File: src/rtl/microwave_pkg.sv
// Shared constants for the microwave cook timer: state encodings, BCD digit width and limits.
package microwave_pkg;

  localparam int unsigned BCD_W = 4;

  localparam logic [2:0] ST_IDLE  = 3'd0;
  localparam logic [2:0] ST_SET   = 3'd1;
  localparam logic [2:0] ST_COOK  = 3'd2;
  localparam logic [2:0] ST_PAUSE = 3'd3;
  localparam logic [2:0] ST_DONE  = 3'd4;

  localparam logic [BCD_W-1:0] SEC_ONES_MAX = 4'd9;
  localparam logic [BCD_W-1:0] SEC_TENS_MAX = 4'd5;

endpackage

File: src/rtl/bcd_down_counter.sv
// Three-digit M:SS BCD register with clear/load/shift/decrement controls and a zero flag.
module bcd_down_counter
  import microwave_pkg::*;
(
  input  logic             clk,
  input  logic             reset,
  input  logic             i_clr,
  input  logic             i_load,
  input  logic [BCD_W-1:0] i_ld_mins,
  input  logic [BCD_W-1:0] i_ld_tens,
  input  logic [BCD_W-1:0] i_ld_ones,
  input  logic             i_shift,
  input  logic [BCD_W-1:0] i_digit,
  input  logic             i_dec,
  output logic [BCD_W-1:0] o_mins,
  output logic [BCD_W-1:0] o_tens,
  output logic [BCD_W-1:0] o_ones,
  output logic             o_zero
);

  logic [BCD_W-1:0] r_mins;
  logic [BCD_W-1:0] r_tens;
  logic [BCD_W-1:0] r_ones;

  always_ff @(posedge clk) begin
    if (reset || i_clr) begin
      r_mins <= '0;
      r_tens <= '0;
      r_ones <= '0;
    end else if (i_load) begin
      r_mins <= i_ld_mins;
      r_tens <= i_ld_tens;
      r_ones <= i_ld_ones;
    end else if (i_shift) begin
      r_mins <= r_tens;
      r_tens <= r_ones;
      r_ones <= i_digit;
    end else if (i_dec && !o_zero) begin
      // Borrow ripples ones -> tens -> minutes; 0:00 is held by the zero guard.
      if (r_ones != '0) begin
        r_ones <= r_ones - 4'd1;
      end else begin
        r_ones <= SEC_ONES_MAX;
        if (r_tens != '0) begin
          r_tens <= r_tens - 4'd1;
        end else begin
          r_tens <= SEC_TENS_MAX;
          r_mins <= r_mins - 4'd1;
        end
      end
    end
  end

  assign o_mins = r_mins;
  assign o_tens = r_tens;
  assign o_ones = r_ones;
  assign o_zero = (r_mins == '0) && (r_tens == '0) && (r_ones == '0);

endmodule

File: src/rtl/microwave_timer_ctrl.sv
// Microwave cook-timer FSM: keypad entry, start/stop/clear, door interlock and 1 Hz countdown.
// Optional quick start (load/add 30 s on start) is enabled by defining MICROWAVE_QUICK_START_EN.
module microwave_timer_ctrl
  import microwave_pkg::*;
#(
  parameter int unsigned MAX_MINS        = 9,
  parameter int unsigned QUICK_SECS_TENS = 3
) (
  input  logic             clk,
  input  logic             reset,
  input  logic             tick_1hz,
  input  logic             key_valid,
  input  logic [BCD_W-1:0] key_digit,
  input  logic             start,
  input  logic             stop,
  input  logic             clear,
  input  logic             door_closed,
  output logic [BCD_W-1:0] sec_ones,
  output logic [BCD_W-1:0] sec_tens,
  output logic [BCD_W-1:0] mins,
  output logic             mag_on,
  output logic             done,
  output logic [2:0]       state
);

  localparam logic [BCD_W-1:0] LP_MAX_MINS   = BCD_W'(MAX_MINS);
  localparam logic [BCD_W-1:0] LP_QUICK_TENS = BCD_W'(QUICK_SECS_TENS);

  logic [2:0]       r_state;
  logic             r_mag_on;
  logic             r_done;

  logic [2:0]       w_nstate;
  logic             w_done_n;
  logic             w_clr;
  logic             w_load;
  logic             w_shift;
  logic             w_dec;
  logic [BCD_W-1:0] w_ld_mins;
  logic [BCD_W-1:0] w_ld_tens;
  logic [BCD_W-1:0] w_ld_ones;
  logic             w_zero;
  logic             w_one;
  logic             w_key_ok;
  logic             w_start_act;
  logic             w_stop_act;

  bcd_down_counter u_cnt (
    .clk       (clk),
    .reset     (reset),
    .i_clr     (w_clr),
    .i_load    (w_load),
    .i_ld_mins (w_ld_mins),
    .i_ld_tens (w_ld_tens),
    .i_ld_ones (w_ld_ones),
    .i_shift   (w_shift),
    .i_digit   (key_digit),
    .i_dec     (w_dec),
    .o_mins    (mins),
    .o_tens    (sec_tens),
    .o_ones    (sec_ones),
    .o_zero    (w_zero)
  );

  assign w_one    = (mins == '0) && (sec_tens == '0) && (sec_ones == 4'd1);
  assign w_key_ok = (key_digit <= SEC_ONES_MAX) && (sec_ones <= SEC_TENS_MAX) &&
                    (sec_tens <= LP_MAX_MINS);
  assign w_stop_act = stop && (r_state != ST_IDLE);

`ifdef MICROWAVE_QUICK_START_EN
  logic [BCD_W-1:0] w_add_mins;
  logic [BCD_W-1:0] w_add_tens;
  logic [BCD_W-1:0] w_add_ones;

  assign w_start_act = start && door_closed && (r_state != ST_COOK);

  // +30 s in BCD: tens gains 3 with a carry into minutes, saturating at MAX_MINS:59.
  always_comb begin
    w_add_ones = sec_ones;
    if (sec_tens >= 4'd3) begin
      w_add_tens = sec_tens - 4'd3;
      w_add_mins = mins + 4'd1;
    end else begin
      w_add_tens = sec_tens + 4'd3;
      w_add_mins = mins;
    end
    if (w_add_mins > LP_MAX_MINS) begin
      w_add_mins = LP_MAX_MINS;
      w_add_tens = SEC_TENS_MAX;
      w_add_ones = SEC_ONES_MAX;
    end
  end
`else
  assign w_start_act = start && door_closed && !w_zero &&
                       ((r_state == ST_SET) || (r_state == ST_PAUSE));
`endif

  always_comb begin
    w_nstate  = r_state;
    w_done_n  = 1'b0;
    w_clr     = 1'b0;
    w_load    = 1'b0;
    w_shift   = 1'b0;
    w_dec     = 1'b0;
    w_ld_mins = '0;
    w_ld_tens = LP_QUICK_TENS;
    w_ld_ones = '0;
    if (clear) begin
      w_clr    = 1'b1;
      w_nstate = ST_IDLE;
    end else if (w_stop_act) begin
      if (r_state == ST_COOK) begin
        w_nstate = ST_PAUSE;
      end else begin
        w_clr    = 1'b1;
        w_nstate = ST_IDLE;
      end
    end else if ((r_state == ST_COOK) && !door_closed) begin
      w_nstate = ST_PAUSE;
    end else if (w_start_act) begin
      w_nstate = ST_COOK;
`ifdef MICROWAVE_QUICK_START_EN
      w_load = 1'b1;
      if ((r_state == ST_SET) || (r_state == ST_PAUSE)) begin
        w_ld_mins = w_add_mins;
        w_ld_tens = w_add_tens;
        w_ld_ones = w_add_ones;
      end
`endif
    end else if (key_valid && (r_state != ST_COOK)) begin
      // From DONE the display restarts at 0:00, so the shifted result is just 0:0<key>.
      if (r_state == ST_DONE) begin
        if (key_digit <= SEC_ONES_MAX) begin
          w_load    = 1'b1;
          w_ld_tens = '0;
          w_ld_ones = key_digit;
          w_nstate  = ST_SET;
        end else begin
          w_clr    = 1'b1;
          w_nstate = ST_IDLE;
        end
      end else if (w_key_ok) begin
        w_shift  = 1'b1;
        w_nstate = ST_SET;
      end
    end else if (tick_1hz && (r_state == ST_COOK) && !w_zero) begin
      w_dec = 1'b1;
      if (w_one) begin
        w_nstate = ST_DONE;
        w_done_n = 1'b1;
      end
    end
  end

  always_ff @(posedge clk) begin
    if (reset) begin
      r_state  <= ST_IDLE;
      r_mag_on <= 1'b0;
      r_done   <= 1'b0;
    end else begin
      r_state  <= w_nstate;
      r_mag_on <= (w_nstate == ST_COOK);
      r_done   <= w_done_n;
    end
  end

  assign state  = r_state;
  assign mag_on = r_mag_on;
  assign done   = r_done;

endmodule

File: config.mk
export PLATFORM = sky130hd
export DESIGN_NAME = microwave_timer_ctrl
export DESIGN_NICKNAME = d
export VERILOG_FILES = /design/src/rtl/microwave_pkg.sv /design/src/rtl/bcd_down_counter.sv /design/src/rtl/microwave_timer_ctrl.sv
export SDC_FILE = /design/constraint.sdc
export NUM_CORES = 1
export LEC_CHECK = 0
export CAP_MARGIN = 20
export CORE_MARGIN = 1.5
export CORE_UTILIZATION = 52
export DETAILED_ROUTE_END_ITERATION = 6
export GPL_TIMING_DRIVEN = 0
export PLACE_DENSITY_LB_ADDON = 0.15
export SLEW_MARGIN = 20
export SYNTH_ARGS = -nofsm -noshare
export SYNTH_HDL_FRONTEND = slang
export SYNTH_SLANG_ARGS = --single-unit
File: constraint.sdc
create_clock -name clk -period 5.1 [get_ports clk]
set_input_delay 0.765 -clock clk [delete_from_list [all_inputs] [get_ports clk]]
set_output_delay 0.765 -clock clk [all_outputs]
set_load 0.01 [all_outputs]
== Yosys cells after proc, flatten, opt, wreduce, memory -nomap -nowiden ==
Cells that the tools add are included.
W data, S select, Z words.

* Register bits: 17
* Latch bits: 0
* RAM bits: 0
* ROM bits: 0
* Bits of input ports: 12
* Output and inout bits: 17
* Memories: 0

* $add $sub $neg: 3
* Multiply operators: 0
* Div/mod/pow operators: 0
* Order comparisons: 3
* Eq/ne operators: 10
* Shifts and indexed selects: 0
* Multiplexer cells: 67
* Bitwise operators: 1
* Reduce and logical (&&, ||, !) cells: 30

{| class="wikitable"
|+ Operators by type and width
! kind !! count
|-
| $mux W4 || 20
|-
| $mux W1 || 30
|-
| $mux W3 || 9
|-
| $mux W2 || 8
|-
| $logic_and A1 B1 Y1 || 14
|-
| $logic_not A4 Y1 || 3
|-
| $sub A4 B1 Y4 const B || 3
|-
| $eq A3 B2 Y1 const B || 3
|-
| $le A4 B4 Y1 const B || 2
|-
| $reduce_bool A4 Y1 || 2
|-
| $reduce_or A7 Y1 || 1
|-
| $reduce_bool A3 Y1 || 2
|-
| $eq A4 B1 Y1 const B || 1
|-
| $le A4 B3 Y1 const B || 1
|-
| $ne A2 B1 Y1 const B || 2
|-
| $eq A3 B1 Y1 const B || 1
|-
| $eq A3 B3 Y1 const B || 1
|-
| $ne A3 B1 Y1 const B || 1
|-
| $ne A3 B2 Y1 const B || 1
|-
| $reduce_and A3 Y1 || 1
|-
| $logic_not A1 Y1 || 2
|-
| $logic_or A1 B1 Y1 || 2
|-
| $reduce_and A2 Y1 || 1
|-
| $reduce_bool A2 Y1 || 1
|-
| 2 further kinds || 2
|}

== Depth between registers and ports, before layout ==
* Depth in word-level cells: 15
* Mapped depth: 10
* Depth with buffers taken out: 8

== Cells and area by module ==
A second synthesis with hierarchy kept.

* Cell total of the unflattened synthesis: 174
* Area total of the unflattened synthesis: 1436.4 um^2

{| class="wikitable"
|+ By module, submodules not included
! module !! instances !! cells each !! area each (um^2) !! seq. area each (um^2)
|-
| bcd_down_counter || 1 || 116 || 979.7 || 240.2
|-
| microwave_timer_ctrl || 1 || 58 || 456.7 || 100.1
|}

== Least setup slack after synthesis ==
OpenSTA, ideal clock, no wires.

* Path type: input -> register
* Start: input key_digit[1]
* End: register u_cnt.r_mins[0] (netlist: u_cnt.o_mins[0])
* Data arrival time: 1.848 ns
* Slack: 3.131 ns
* Cell stages on the path: 7
* Path through: o21ai_0 and3_1 o211a_1 buf_2 o21ai_1 a22oi_1 nor3_1

* Longest elaborated chain between the ends: 12

{| class="wikitable"
|+ Ends and longest elaborated chain
! element !! line !! RTL
|-
| from (decl) || microwave_timer_ctrl.sv:13 || <nowiki>input logic [BCD_W-1:0] key_digit,</nowiki>
|-
| $le A4 B4 Y1 (*) || microwave_timer_ctrl.sv:66, microwave_timer_ctrl.sv:133 ||
|-
| $logic_and A1 B1 Y1 (2 in a row) || microwave_timer_ctrl.sv:66 || <nowiki>assign w_key_ok = (key_digit <= SEC_ONES_MAX) && (sec_ones <= SEC_TENS_MAX) &&</nowiki>
|-
| $mux W1 || microwave_timer_ctrl.sv:142 || <nowiki>end else if (w_key_ok) begin</nowiki>
|-
| $mux W1 || microwave_timer_ctrl.sv:132 || <nowiki>if (r_state == ST_DONE) begin</nowiki>
|-
| $mux W1 || microwave_timer_ctrl.sv:130 || <nowiki>end else if (key_valid && (r_state != ST_COOK)) begin</nowiki>
|-
| $mux W1 || microwave_timer_ctrl.sv:120 || <nowiki>end else if (w_start_act) begin</nowiki>
|-
| $mux W1 || microwave_timer_ctrl.sv:118 || <nowiki>end else if ((r_state == ST_COOK) && !door_closed) begin</nowiki>
|-
| $mux W1 || microwave_timer_ctrl.sv:111 || <nowiki>end else if (w_stop_act) begin</nowiki>
|-
| $mux W1 || microwave_timer_ctrl.sv:108 || <nowiki>if (clear) begin</nowiki>
|-
| $ne A2 B1 Y1 (no line) or $reduce_bool A2 Y1 (tied branches) || n/a ||
|-
| $reduce_and A3 Y1 (no line) || n/a ||
|-
| to (signal assigned) || bcd_down_counter.sv:31 || <nowiki>r_mins <= i_ld_mins;</nowiki>
|-
| to (signal assigned) || bcd_down_counter.sv:35 || <nowiki>r_mins <= r_tens;</nowiki>
|-
| to (signal assigned) || bcd_down_counter.sv:48 || <nowiki>r_mins <= r_mins - 4'd1;</nowiki>
|-
| to (decl) || bcd_down_counter.sv:21 || <nowiki>logic [BCD_W-1:0] r_mins;</nowiki>
|}

Mark *: on every way between the ends. The rest lies on a longest branch, timed or not.
A chain may end at the register's enable or synchronous reset.

== Worst setup path in the final report ==
* Start: input key_digit[1]
* End: register u_cnt.r_tens[0] (netlist: u_cnt.o_tens[0])

* Longest elaborated chain between the ends: 12

{| class="wikitable"
|+ Ends and longest elaborated chain
! element !! line !! RTL
|-
| $le A4 B4 Y1 (*) || microwave_timer_ctrl.sv:66, microwave_timer_ctrl.sv:133 ||
|-
| $logic_and A1 B1 Y1 (2 in a row) || microwave_timer_ctrl.sv:66 ||
|-
| $mux W1 || microwave_timer_ctrl.sv:142 ||
|-
| $mux W1 || microwave_timer_ctrl.sv:132 ||
|-
| $mux W1 || microwave_timer_ctrl.sv:130 ||
|-
| $mux W1 || microwave_timer_ctrl.sv:120 ||
|-
| $mux W1 || microwave_timer_ctrl.sv:118 ||
|-
| $mux W1 || microwave_timer_ctrl.sv:111 ||
|-
| $mux W1 || microwave_timer_ctrl.sv:108 ||
|-
| $ne A3 B1 Y1 (no line) (tied with other cells) || n/a ||
|-
| $reduce_and A2 Y1 (no line) or $mux W4 (tied branches) || n/a ||
|-
| to (signal assigned) || bcd_down_counter.sv:32 || <nowiki>r_tens <= i_ld_tens;</nowiki>
|-
| to (signal assigned) || bcd_down_counter.sv:36 || <nowiki>r_tens <= r_ones;</nowiki>
|-
| to (signal assigned) || bcd_down_counter.sv:45 || <nowiki>r_tens <= r_tens - 4'd1;</nowiki>
|-
| to (decl) || bcd_down_counter.sv:22 || <nowiki>logic [BCD_W-1:0] r_tens;</nowiki>
|}

Marked as above.

==> metrics <==
antenna violation net count after detailed routing=0; number of levels in the clock H-tree=1; fraction of layout cells with a size suffix above 1=0.1304; global-route wire length before repair=5009 um; maximum clock insertion buffer count=2; FF/Latch Area=340.3 um^2; setup repair after global routing missed its margin=false; clock sink total=17; post-detailed-route DRC marker count=0; Primary FF master, synth=dfxtp_1; ratio of routed vias to standard cells=5.986; number of nets in the layout=198; row count=17; Seq/Total Area, Yosys=0.2897; highest net fanout along the worst path=5; number of instances resized during post-cts repair=0; Power Density=189.5 nW/um^2; netlist area before placement=1175 um^2; post-synth top area cell=dfxtp_1; logic gate share of total power=0.256; clock-pin slew on the worst setup and hold paths=0.10 ns; Hold Crit Endpoint=u_cnt.o_mins[1]; weighted congestion at the end of routability-driven global placement=0.8768; Pwr Total=287.6 uW; n_diodes=0; slack of the critical path=2.751 ns; area of the core region=2170 um^2; compound-cell area share of the yosys netlist=0.3014; commonest non-fill, non-tap cells in the layout=clkdlybuf4s50_1 (28), nor2_1 (19), dfxtp_1 (17); leading cell type in the layout, fill and taps excluded=clkdlybuf4s50_1; final number of max-transition violations=0; library cells used by synthesis=44; quantity of I/O buffers inserted on ports=28; outcome=complete, no violations; Detailed Route WL=2994 um; post-synthesis share of cell area spent on xor and xnor gates=0.007455; combinational family with the most area after synthesis=simple AND/OR/NAND/NOR gates; number of cells on the worst reg-to-reg path=10; floorplan die height=50.53 um; Post-synth ARST share=0; adder-cell area share of the yosys netlist=0.02023; Worst R2R Setup Slack=2.94 ns; required time reported for the critical path endpoint=5.29 ns; number of DRC markers in iteration 0=67; initial standard-cell utilization of the core=0.5415; count of vias placed by the detailed router=1269; Achievable Freq=425.7 MHz; CTS tree=yes; final hold viol count=0; flop and latch count out of synthesis=17; DIE WIDTH=50.53 um; Worst Skew=0.001810 ns; path type of the worst setup path=in2reg; Yosys warnings=0; Fill cells=197; Synth-to-Final Area Change=29.18%; number of global-route vias before repair=1147; actual slew at the worst max-slew pin=0.5279 ns; Pint=200.6 uW; fraction of power spent switching nets=0.3025; cell-by-cell trace of the critical path=clkdlybuf4s50_1 > o21ai_0 > nand2_1 > a31oi_1 > o21a_2 > mux2i_1 > a21boi_1; endpoint of the most critical register-to-register path=u_cnt.o_tens[2]; synthesized instance count=152; register share of total power=0.486; share of Yosys cell area claimed by the top area cell type=0.2897; Hold WS=0.5277 ns; dominant cells by area after synthesis=dfxtp_1 (29%), nor2_1 (6.1%), nand2_1 (4.8%), a21oi_1 (4.7%), o21ai_0 (4.7%); Final HPWL DP=2224 um; multiplexer share of the synthesized area=0.008520; drt first pass iters=5; Root Buffer=clkbuf_4; gr ovfl total=0; fin crit period=2.349 ns; Mean Syn Cell Area=7.729 um^2; Total Die Area=2553 um^2; detail-routed net length per standard cell=14.12 um; Synth Net Count=165; P_leak=0.5613 nW; post-synthesis simple-gate area fraction=0.3110; CP bufs+invs=1; Worst path max stage delay=0.42 ns; post-layout utilization of the core=0.6995; setup TNS=0 ns; clock group share of total power=0.257; Min-Delay Path Class=reg2reg; cts hold-fix bufs=0; final setup violation count=0; total net switching power=86.98 uW; clock buffers created by TritonCTS=3; largest voltage drop on the vdd net=0.1269 mV; Cells on Worst Hold Path=2; min-delay src=u_cnt.o_mins[1]; I/O pin count=29; Multi-input gate area=762.0 um^2; master of the slowest instance on the critical path=clkdlybuf4s50_1; initial antenna violation count=0; number of enable-type register cells in the synthesized netlist=0; GRT Util Overall=0.2520; minimum setup slack after placement=2.483 ns; kind of end point of the critical path=flip-flop; number of maximum-capacitance constraint violations=0; insertion delay to the later sink of the worst-skew pair=0.29 ns; final clock period utilization by the worst path=0.4607; Data arrival, critical path=2.54 ns; startpoint of the worst register-to-register path=u_cnt.o_mins[0]; Relative slew margins=0.6451; critical path launch point type=input port; cell family with the largest share of critical-path delay=compound AO/OA/AOI/OAI gates; count of buffers added by post-CTS timing repair for setup=0; largest net degree at the start of global routing=11
worst max-delay path by stage:
stage                       from               to  slack [ns]  cells after the start
floorplan           key_digit[1]  u_cnt.o_mins[0]        3.13                      7
global placement    key_digit[1]  u_cnt.o_mins[3]        2.49                      8
detailed placement  key_digit[1]  u_cnt.o_tens[0]        2.48                      7
CTS                 key_digit[1]  u_cnt.o_mins[2]        2.79                      8
global route        key_digit[1]  u_cnt.o_mins[2]        2.56                      8
finish              key_digit[1]  u_cnt.o_tens[0]        2.75                      7
worst min-delay path, delay by kind of cell (launching register included):
family          cells  cell delay [ns]
compound gates      1             0.07
flops               1             0.35
simple gates        1             0.07
metrics by stage:
stage | cell area [um^2] | instances
after floorplan | 1175 | 152
after global placement | 1490 | 208
after detailed placement | 1490 | 208
after CTS | 1518 | 212
after global routing | 1518 | 212
final | 1518 | 212
registers in the layout, indices dropped and copies added (netlist names):
register      count
done              1
u_cnt.o_mins      4
u_cnt.o_ones      4
mag_on            1
state             3
u_cnt.o_tens      4
power by group through the flow:
stage	clock network, mW	registers (mW)	logic (mW)
after detailed placement	0	0.143	0.0725
after global placement	0	0.143	0.0715
after CTS	0.0750	0.140	0.0730
after floorplan	0	0.144	0.0464
final	0.0740	0.140	0.0737
after global routing	0.0829	0.140	0.0809
cell families (layout without fill, tap and decap cells):
kind of cell               after synthesis  in the layout
muxes                                    1              1
AOI/OAI and AO/OA                       53             53
buffers and inverters                   12             44
xor gates and xnor gates                 1              1
DFF                                     17             17
adders and majority gates                2              2
and+or+nand+nor                         66             66
cells in the mapped netlist (2+ instances only):
cell,instances
a211oi_1,3
a21o_1,2
a21oi_1,11
a22o_1,2
a22oi_1,2
a31oi_1,4
and3_1,4
buf_2,4
buf_6,3
dfxtp_1,17
inv_1,4
nand2_1,15
nand3_1,9
nand4b_1,2
nor2_1,19
nor3_1,8
nor3_2,2
o21a_2,2
o21ai_0,11
o21ai_1,2
o221ai_1,2
o22ai_1,2
per-layer routing:
metal	vias up	GRT usage	routed length, um
met1	592	0.3370	1402
li1	627	-	-
met5	-	0	0
met4	0	0.1126	31
met3	5	0.03571	134
met2	45	0.4013	1424
cell type report:
type,instances,area share
clock buffer,3,0.01484
clock inverter,1,0.003298
timing repair buffer,28,0.1847
multi-input combinational,123,0.5021
inverter,4,0.009893
buffer,8,0.03792
sequential,17,0.2242
tap,28,0.02308
(Power assumes the default switching activity.)
